--- src/rtl/fp_addsub_arbiter_pkg.sv ---
// Shared types and encodings for the add/sub arbiter: controller states and
// operation codes driven onto the unit's addsub input.
package fp_addsub_arbiter_pkg;

    localparam int FP_W = 32;

    typedef enum logic [1:0] {
        S_IDLE   = 2'd0,
        S_STROBE = 2'd1,
        S_RESP   = 2'd2
    } state_t;

    localparam logic OP_ADD = 1'b0;
    localparam logic OP_SUB = 1'b1;

endpackage

--- src/rtl/fp_addsub_arbiter_rr.sv ---
// Combinational round-robin grant: first asserted request at or above the
// pointer, wrapping modulo N_REQ.
module fp_rr_arbiter #(
    parameter int N_REQ = 4,
    parameter int ID_W  = 2
) (
    input  logic [N_REQ-1:0] req,
    input  logic [ID_W-1:0]  ptr,
    output logic             grant_valid,
    output logic [ID_W-1:0]  grant_id
);

    logic [ID_W:0] idx;

    // Scan from the farthest offset down so the nearest request to ptr wins last.
    always_comb begin
        grant_valid = 1'b0;
        grant_id    = '0;
        idx         = '0;
        for (int k = N_REQ - 1; k >= 0; k--) begin
            idx = {1'b0, ptr} + (ID_W + 1)'(k);
            if (idx >= (ID_W + 1)'(N_REQ)) begin
                idx = idx - (ID_W + 1)'(N_REQ);
            end
            if (req[idx[ID_W-1:0]]) begin
                grant_valid = 1'b1;
                grant_id    = idx[ID_W-1:0];
            end
        end
    end

endmodule

--- src/rtl/fp_addsub_arbiter.sv ---
// Shares one FP add/sub unit among N_REQ requesters: round-robin accept, one-cycle
// control strobe, result returned with requester id over a valid/ready channel.
module fp_addsub_arbiter
    import fp_addsub_arbiter_pkg::*;
#(
    parameter int N_REQ = 4,
    parameter int ID_W  = 2
) (
    input  logic                  clk,
    input  logic                  reset,
    input  logic [N_REQ-1:0]      req_valid,
    input  logic [32*N_REQ-1:0]   req_a,
    input  logic [32*N_REQ-1:0]   req_b,
    input  logic [N_REQ-1:0]      req_sub,
    output logic [N_REQ-1:0]      req_ready,
    output logic                  resp_valid,
    input  logic                  resp_ready,
    output logic [FP_W-1:0]       resp_data,
    output logic                  resp_exception,
    output logic [ID_W-1:0]       resp_id,
    output logic                  busy,
    output logic [FP_W-1:0]       alu_a,
    output logic [FP_W-1:0]       alu_b,
    output logic                  alu_addsub,
    output logic                  alu_control,
    input  logic [FP_W-1:0]       alu_out,
    input  logic                  alu_exception
);

    state_t          state;
    state_t          state_next;
    logic [ID_W-1:0] ptr;
    logic            grant_valid;
    logic [ID_W-1:0] grant_id;
    logic [FP_W-1:0] win_a;
    logic [FP_W-1:0] win_b;
    logic            win_sub;
    logic            accept;

    fp_rr_arbiter #(
        .N_REQ (N_REQ),
        .ID_W  (ID_W)
    ) u_arb (
        .req         (req_valid),
        .ptr         (ptr),
        .grant_valid (grant_valid),
        .grant_id    (grant_id)
    );

    assign win_a   = req_a[32*grant_id +: 32];
    assign win_b   = req_b[32*grant_id +: 32];
    assign win_sub = req_sub[grant_id];
    assign accept  = (state == S_IDLE) && grant_valid;
    assign busy    = (state != S_IDLE);

    always_comb begin
        req_ready = '0;
        if (accept && !reset) begin
            req_ready[grant_id] = 1'b1;
        end
    end

    always_ff @(posedge clk or posedge reset) begin
        if (reset) begin
            state <= S_IDLE;
        end else begin
            state <= state_next;
        end
    end

    always_comb begin
        state_next = state;
        case (state)
            S_IDLE:   if (grant_valid) state_next = S_STROBE;
            S_STROBE: state_next = S_RESP;
            S_RESP:   if (resp_ready) state_next = S_IDLE;
            default:  state_next = S_IDLE;
        endcase
    end

    // Operand/response registers; resp_valid only drops on the handshake edge,
    // so a new acceptance can never coincide with it.
    always_ff @(posedge clk or posedge reset) begin
        if (reset) begin
            ptr            <= '0;
            alu_a          <= '0;
            alu_b          <= '0;
            alu_addsub     <= 1'b0;
            alu_control    <= 1'b0;
            resp_valid     <= 1'b0;
            resp_data      <= '0;
            resp_exception <= 1'b0;
            resp_id        <= '0;
        end else begin
            case (state)
                S_IDLE: begin
                    if (grant_valid) begin
                        alu_a       <= win_a;
                        alu_b       <= win_b;
                        alu_addsub  <= win_sub ? OP_SUB : OP_ADD;
                        alu_control <= 1'b1;
                        resp_id     <= grant_id;
                        ptr         <= (grant_id == ID_W'(N_REQ - 1)) ? '0
                                                                     : grant_id + ID_W'(1);
                    end
                end
                S_STROBE: begin
                    resp_data      <= alu_out;
                    resp_exception <= alu_exception;
                    resp_valid     <= 1'b1;
                    alu_control    <= 1'b0;
                end
                S_RESP: begin
                    if (resp_ready) begin
                        resp_valid <= 1'b0;
                    end
                end
                default: begin
                    alu_control <= 1'b0;
                end
            endcase
        end
    end

endmodule
--- config.mk ---
export PLATFORM = sky130hd
export DESIGN_NAME = fp_addsub_arbiter
export DESIGN_NICKNAME = d
export VERILOG_FILES = /design/src/rtl/fp_addsub_arbiter_pkg.sv /design/src/rtl/fp_addsub_arbiter_rr.sv /design/src/rtl/fp_addsub_arbiter.sv
export SDC_FILE = /design/constraint.sdc
export NUM_CORES = 1
export LEC_CHECK = 0
export BUFFER_PORTS_ARGS = -buffer_cell sky130_fd_sc_hd__buf_2
export CORE_AREA = 2 2 158 160
export DETAILED_ROUTE_END_ITERATION = 8
export DIE_AREA = 0 0 160 162
export PLACE_DENSITY_LB_ADDON = 0.15
export RECOVER_POWER = 25
export SETUP_SLACK_MARGIN = 0.5
export SLEW_MARGIN = 20
export SYNTH_ARGS = -nofsm -noshare
export SYNTH_HDL_FRONTEND = slang
export SYNTH_SLANG_ARGS = --single-unit
--- constraint.sdc ---
create_clock -name clk -period 5.92 [get_ports clk]
set_input_delay 1.48 -clock clk [delete_from_list [all_inputs] [get_ports clk]]
set_output_delay 1.48 -clock clk [all_outputs]
set_load 0.03 [all_outputs]
After elaboration in Yosys (flattened, before gate mapping)
Cells that the tools add are included.
Widths: inputs -> output; s select.
{"block": "word_totals", "reg_bits": 106, "latchBits": 0, "ram_bits": 0, "mem_bits_ro": 0, "out_inout_bits": 107, "n_memories": 0}
{"block": "op_classes", "n_addsub": 8, "multipliers": 0, "n_div": 0, "n_lt_le_gt_ge": 10, "n_eq_ne": 5, "n_shift": 2, "mux": 34, "bitwise_logic": 1, "reduce_logical": 11}
{"op": "$shiftx 128x8->32", "n": 2}
{"op": "$mux 2", "n": 11}
{"op": "$lt 2x3->1 const B", "n": 5}
{"op": "$mux 1", "n": 13}
{"op": "$bmux 1 s2", "n": 5}
{"op": "$ge 3x3->1 const B", "n": 3}
{"op": "$reduce_and 2->1", "n": 4}
{"op": "$sub 2x1->2 const B", "n": 4}
{"op": "$add 2x2->3 const B", "n": 2}
{"op": "$pmux 2 s3", "n": 1}
{"op": "$eq 2x2->1 const B", "n": 2}
{"op": "$mux 4", "n": 1}
{"op": "$ne 2x2->1 const B", "n": 2}
{"op": "$pmux 1 s2", "n": 2}
{"op": "$reduce_bool 2->1", "n": 2}
{"op": "$add 2x1->3 const B", "n": 1}
{"op": "$ge 2x3->1 const B", "n": 1}
{"op": "$logic_and 1x1->1", "n": 3}
{"op": "$add 2x1->2 const B", "n": 1}
{"op": "$demux 1 s2", "n": 1}
{"op": "$eq 2x1->1 const B", "n": 1}
{"op": "$ge 2x1->1 const B", "n": 1}
{"op": "$logic_not 2->1", "n": 1}
{"op": "$logic_not 1->1", "n": 1}
{"op": "$not 1->1", "n": 1}

Longest topological paths before layout
Gate-level depths: netlist of the first run.
{"block": "logic_depth", "word_depth": 14, "depth_mapped": 8, "mapped_depth_nobuf": 6}

By module
From an unflattened synthesis of the first run, not the netlist that was laid out.
{"block": "unflattened", "hier_cells": 335, "area_unflattened_um2": 5741.8}
{"mod": "fp_addsub_arbiter", "instances": 1, "cells_each": 322, "area_each_um2": 5664.2, "seq_area_each_um2": 2652.5}
{"mod": "fp_rr_arbiter", "instances": 1, "cells_each": 13, "area_each_um2": 77.6, "seq_area_each_um2": 0.0}

Least setup slack after synthesis of the first run
No wires, ideal clock.
{"block": "synth_timing", "kind": "in2out", "start": "in reset", "end": "out req_ready[3]", "t_arrival_ps": 4381, "setup_slack_ps": 59, "cell_stages": 2, "path_buffers": 0, "cell_sequence": "inv_1 and4_1"}
{"block": "synth_via", "elab_chain_len": 3}
{"element": "from (decl)", "line": "fp_addsub_arbiter.sv:10", "rtl": "input logic reset,"}
{"element": "$logic_not 1->1 (no source line)"}
{"element": "$logic_and 1x1->1", "line": "fp_addsub_arbiter.sv:58", "rtl": "if (accept && !reset) begin"}
{"element": "$mux 4", "line": "fp_addsub_arbiter.sv:58"}
{"element": "to (decl)", "line": "fp_addsub_arbiter.sv:15", "rtl": "output logic [N_REQ-1:0] req_ready,"}
Every way passes these cells.

Worst setup path in the final report of the first run
{"block": "layout_timing", "start": "in req_valid[1]", "end": "out req_ready[2]"}
{"block": "layout_via", "elab_chain_len": 11, "word_cells_on_any_way": 24}
{"element": "from (decl)", "line": "fp_addsub_arbiter.sv:11", "rtl": "input logic [N_REQ-1:0] req_valid,"}
{"element": "$bmux 1 s2", "line": "fp_addsub_arbiter_rr.sv:25", "rtl": "if (req[idx[ID_W-1:0]]) begin"}
{"element": "$mux 1 (implied by the code)", "line": "fp_addsub_arbiter_rr.sv:25"}
{"element": "$mux 2 (4 in a row)", "line": "fp_addsub_arbiter_rr.sv:25"}
{"element": "$lt 2x3->1 (implied by the code) or $ge 2x1->1 (tied branches)", "line": "fp_addsub_arbiter.sv:59", "rtl": "req_ready[grant_id] = 1'b1;"}
{"element": "$logic_and 1x1->1 (implied by the code)", "line": "fp_addsub_arbiter.sv:59"}
{"element": "$mux 1 (implied by the code)", "line": "fp_addsub_arbiter.sv:59"}
{"element": "$demux 1 s2", "line": "fp_addsub_arbiter.sv:59"}
{"element": "$mux 4 *", "line": "fp_addsub_arbiter.sv:58"}
Mark *: on every way between the ends. The rest lies on a longest branch, timed or not. The select of a mux whose other input is x is not followed.

==> reports/metrics.yaml, run 1 <==
status: "finished, violations left"
violations: "capacitance limit, slew limit"
cts_tree: "built"
min_from: "resp_id[1]"
path_clk_slew_ns: 0.09
fin_crit_sh_pct: 82.86
crit_top_cell: "buf_2"
p_clk_share_pct: 14.1
final_util_pct: 35.37
antenna_found_initial: 4
vias_per_cell: 4.949
layout-drive-gt1-share_pct: 55.05
slowest_stage: "clkinv_2"
whs_path_depth: 1
cts_num_sinks: 106
vias: 6275
max_clock_freq_mhz: 203.9
worst_pin_slew_ns: 2.054
ys_seq_area_share_pct: 44.89
drc: 0
rr_worst_depth: 7
r2r_start: "ptr[1]"
hold_class: "register to register"
wire_per_inst_um: 19.48
die_area_um2: 25920
power_density_nw_per_um2: 548.7
final_max_slew_viol_count: 37
yosys.area.top_type: "dfrtp_1"
power_frac_seq_pct: 27.6
place_congestion: 0.7887
r2r_setup_slack_ns: 2.90
critical_path_class: "input port to output port"
drv_cap: 1
placed_cells: 1249
critPathTopFamily: "buffers and inverters"
fin_crit_ns: 4.905
routed_wirelength_um: 24700
gr-total-overflow: 0
power_frac_comb_pct: 58.3
synth_nets: 869
avgSynthCellArea_um2: 10.40
root_buffer: "clkbuf_16"
worstPathArrival_ns: 3.43
synth.top_cells.by_area: "dfrtp_1 45%, mux2_2 15%, a221o_1 11%"
cts_setup_buffers: 0
yosysWarningCount: 0
synth_compound_area_share_pct: 23.57
finalSetupTns_ns: 0
coreArea_um2: 24110
fin_nets: 1237
ys_ff_latch: 106
cts_max_level: 3
drt_iter0_markers: 328
grt_pass1_vias: 6320
start_util_pct: 24.51
synth_cells: 568
r2r_end: "alu_b[14]"
cpPeakStageDelay_ns: 0.48
io_buffers: 406
synth_xor_xnor_area_share_pct: 0
muxShareOfSynthArea_pct: 18.84
irDropWorstVdd_mv: 0.2216
clk_latency_ns: 0.36
fp.dieW_um: 160
rows: 57
synth-simple-area-share_pct: 7.813
instances_no_fill: 1268
cts_buffers: 9
final_hold_viol_count: 0
synth_cell_types: 36
endpoint_kind: "output port"
rsz0062_at_grt: "false"
grt_start_max_net_pins: 74
synth_edf_count: 0
syn2layout_area_growth_pct: 44.27
min_to: "resp_id[1]"
p_sw_share_pct: 48.33
synthAdderAreaFrac_pct: 0.2117
synth_top_family_by_area: "compound AO/OA/AOI/OAI gates"
ant_nets: 0
critPathMaxFanout: 32
ios: 407
first_pass_iters: 4
yosysTopAreaCellShare_pct: 44.89
synth.most_common_cell: "dfrtp_1"
die_h_um: 162
start_kind: "input port"
synthArstFlopShare_pct: 100.0
dpl.hpwl_um: 17150
relSlewSlack_pct: -36.90
netlist_area_um2: 5909
synth_ff_type: "dfrtp_1"
p_int_mw: 2.417
grt_pass1_wl_um: 37040
crit_chain: "buf_2 -> a21boi_1 -> o22ai_4 -> nor2_4 -> clkinv_2 -> ha_1 -> and3_1 -> buf_2"
postCtsHoldBufs: 0
grt_usage_pct: 18.40
clockBufferDepth: 2
finalClockSkew_ns: 0.01166
setup-violations-final: 0
worstPathRequired_ns: 4.44
synth_common_cells: "106 x dfrtp_1, 81 x mux2_2, 68 x a21oi_1, 68 x o21ai_0"
total_leakage_power_nw: 4.108
p_sw_mw: 2.261
path_buf_inv: 3
cts_resized: 0
-- state kept, by name, summed over array words and instances, names as in the netlist --
| name | flops |
|---|---|
| resp_data | 32 |
| ptr | 2 |
| resp_valid | 1 |
| resp_id | 2 |
| alu_a | 32 |
| alu_b | 32 |
| state | 2 |
| resp_exception | 1 |
| alu_control | 1 |
| alu_addsub | 1 |
-- metrics by stage --
| stage | cell area, um2 | power [mW] | worst slack, ns | hold WS [ns] |
|---|---|---|---|---|
| after floorplan | 5913 | 3.192 | 0.8769 | 0.4681 |
| after global placement | 8212 | 4.057 | 0.9841 | 0.4539 |
| after detailed placement | 8212 | 4.064 | 0.9284 | 0.4630 |
| after CTS | 8532 | 4.743 | 0.9283 | 0.4836 |
| after global routing | 8526 | 4.968 | 0.8495 | 0.4926 |
| final | 8526 | 4.678 | 1.015 | 0.4813 |
-- placed cells by master, fill, tap and decap left out, types with 7 or more instances in the layout --
cell type	Yosys	routed
o21ai_0	68	68
nand3_1	65	65
a21oi_1	68	68
a221o_1	65	65
mux2_1	17	17
mux2_2	81	81
clkbuf_1	46	7
dfrtp_1	106	106
buf_4	0	10
buf_2	5	400
clkbuf_16	0	9
-- cells by family (layout without fill, tap and decap cells) --
group	after synthesis	count (layout)
AO/OA/AOI/OAI	208	208
adder cells (fa/ha/maj)	1	1
buffers and inverters	66	439
flip-flops	106	106
multiplexers	99	99
other	0	3
AND/OR/NAND/NOR	88	88
-- final cells by class --
cell class,instances,area [um2]
tap,324,405.4
antenna,3,7.507
timing repair buffer,417,2103
clock buffer,9,225.2
clock inverter,7,95.09
sequential,106,2653
fill,2567,15580
multi-input combinational,396,3012
inverter,6,25.02
-- power groups by stage --
stage / sequential, mW / combinational [mW] / clock, mW
2_1_floorplan: 1.96 / 1.23 / 0
3_3_place_gp: 1.30 / 2.76 / 0
3_5_place_dp: 1.29 / 2.77 / 0
4_1_cts: 1.29 / 2.76 / 0.688
5_1_grt: 1.34 / 2.92 / 0.714
6_report: 1.29 / 2.73 / 0.661
-- worst max path at each step --
stage,start,endpoint,slack [ns],cells past startpoint
after floorplan,reset,req_ready[3],0.88,2
after global placement,req_valid[1],req_ready[2],0.98,8
after detailed placement,req_valid[1],req_ready[2],0.93,8
after CTS,req_valid[1],req_ready[2],0.93,8
after global routing,req_valid[2],req_ready[2],0.85,8
final,req_valid[1],req_ready[2],1.01,8
-- metal layers --
metal / vias to the layer above / track usage, % / part of all wire, %
li1: 2925 / - / -
met1: 3006 / 23.08 / 42
met2: 310 / 30.79 / 48
met3: 34 / 4.392 / 7.7
met4: 0 / 7.043 / 2.7
met5: - / 0 / 0
No activity file was read; power rests on OpenSTA's default activity.
==> inputs of run 2 (changes only) <==
==> constraint.sdc (replaced) <==
create_clock -name clk -period 4.95 [get_ports clk]
set_input_delay 1.2375 -clock clk [delete_from_list [all_inputs] [get_ports clk]]
set_output_delay 1.2375 -clock clk [all_outputs]
set_load 0.03 [all_outputs]
==> run 2 against run 1 <==
  * The run still ends with capacitance limit, slew limit left
  * Total power rose by 18%
  * Combinational power grew 20%
  * First-iteration DRC count grew 22%
  * Global-route usage shrank 0.27 points
  * Setup slack worse by 0.31 ns
  * Routed wire length decreased by 1.6%
  * Die area unchanged
  * Clock skew fell by 0.0021 ns
  * Via count fell by 0.73%
  * Largest cell class unchanged
  * Largest power group unchanged
==> reports/metrics.yaml, run 2 (synthesized netlist as in run 1, its figures left out) <==
syn2layout_area_growth_pct: 44.04
wire_per_inst_um: 19.18
p_clk_share_pct: 13.2
reg_top3: "alu_a x32, alu_b x32, resp_data x32"
path_buf_inv: 2
n_fill_cell: 2562
crit_chain: "clkbuf_1 -> nor2b_1 -> a311oi_1 -> nor2_1 -> ha_1 -> and3_1 -> buf_2"
fp.dieW_um: 160
cts_resized: 0
rows: 57
postCtsHoldBufs: 0
p_int_mw: 2.869
multiInputGateArea_um2: 3007
start_kind: "input port"
drc: 0
coreArea_um2: 24110
min_from: "resp_id[1]"
start_util_pct: 24.51
critical_path_class: "input port to output port"
cts_buffers: 9
vias_per_cell: 4.916
die_h_um: 162
die_area_um2: 25920
worstPathArrival_ns: 3.01
first_pass_iters: 5
vias: 6229
min_to: "resp_id[1]"
status: "finished, violations left"
power_frac_seq_pct: 27.6
p_sw_share_pct: 48.24
rsz0062_at_grt: "false"
critPathMaxFanout: 6
whs_path_depth: 1
hold_class: "register to register"
io_buffers: 406
finalSetupTns_ns: 0
violations: "capacitance limit, slew limit"
irDropWorstVdd_mv: 0.2513
root_buffer: "clkbuf_16"
clockBufferDepth: 2
diodes: 0
max_clock_freq_mhz: 235.5
final_util_pct: 35.31
power_frac_comb_pct: 59.2
antenna_found_initial: 0
fin_crit_ns: 4.246
gr-total-overflow: 0
ant_nets: 0
power_density_nw_per_um2: 651.2
endpoint_kind: "output port"
final_hold_viol_count: 0
grt_pass1_vias: 6187
path_clk_slew_ns: 0.07
finalClockSkew_ns: 0.009556
fin_crit_sh_pct: 85.77
cts_setup_buffers: 0
grt_start_max_net_pins: 74
place_congestion: 0.7610
grt_usage_pct: 18.13
r2r_setup_slack_ns: 2.06
critPathTopFamily: "compound AO/OA/AOI/OAI gates"
slowest_stage: "a311oi_1"
final_common_cell: "buf_2"
p_sw_mw: 2.674
seq_area_um2: 2653
setup-violations-final: 0
cts_max_level: 3
total_leakage_power_nw: 4.112
worst_pin_slew_ns: 1.876
routed_wirelength_um: 24310
cpPeakStageDelay_ns: 0.64
drv_cap: 1
drt_iter0_markers: 400
relSlewSlack_pct: -25.05
dpl.hpwl_um: 16840
cts_tree: "built"
r2r_end: "alu_b[0]"
fin_nets: 1239
final_max_slew_viol_count: 34
rr_worst_depth: 7
final_cell_mix: "404 x buf_2, 106 x dfrtp_1, 81 x mux2_2"
layout-drive-gt1-share_pct: 55.46
cts_num_sinks: 106
worstPathRequired_ns: 3.71
ios: 407
r2r_start: "state[0]"
grt_pass1_wl_um: 36500
clk_latency_ns: 0.35
[run 2: area by class of cell]
cell class / count / area share [%]
tap: 324 / 4.763
multi-input combinational: 396 / 35.32
clock buffer: 11 / 2.969
timing repair buffer: 419 / 24.94
clock inverter: 5 / 0.5439
inverter: 6 / 0.2940
sequential: 106 / 31.16
[run 2: power by group through the flow]
stage          clock network (mW)  logic [mW]  registers (mW)
3_5_place_dp                    0        3.33            1.54
4_1_cts                     0.764        3.33            1.53
2_1_floorplan                   0        1.47            2.35
3_3_place_gp                    0        3.32            1.54
5_1_grt                     0.808        3.52            1.59
6_report                    0.730        3.28            1.53
[run 2: how the worst max path moves through the flow]
stage / start / end / slack (ns) / cells past startpoint
final: req_valid[2] / req_ready[2] / 0.70 / 7
after global routing: req_valid[1] / req_ready[2] / 0.59 / 8
after CTS: req_valid[1] / req_ready[2] / 0.71 / 8
after detailed placement: req_valid[1] / req_ready[2] / 0.73 / 8
after global placement: req_valid[1] / req_ready[2] / 0.78 / 8
after floorplan: reset / req_ready[3] / 0.39 / 2
[run 2: per-stage QoR]
| step | instance area (um2) | hold WS, ns | cells | power, mW | setup slack [ns] |
|---|---|---|---|---|---|
| final | 8512 | 0.4749 | 1267 | 5.543 | 0.7042 |
| after global routing | 8512 | 0.5125 | 1267 | 5.919 | 0.5884 |
| after CTS | 8526 | 0.4768 | 1267 | 5.626 | 0.7122 |
| after detailed placement | 8227 | 0.4605 | 1251 | 4.871 | 0.7272 |
| after global placement | 8227 | 0.4570 | 1251 | 4.859 | 0.7769 |
| after floorplan | 5913 | 0.4681 | 568 | 3.818 | 0.3919 |
[run 2: metal layers]
metal | track usage, % | vias to the layer above | routed length (um)
met2 | 30.68 | 309 | 11650
met4 | 3.686 | 0 | 269
met1 | 23.44 | 2992 | 10520
met3 | 4.801 | 16 | 1870
met5 | 0 | - | 0
li1 | - | 2912 | -
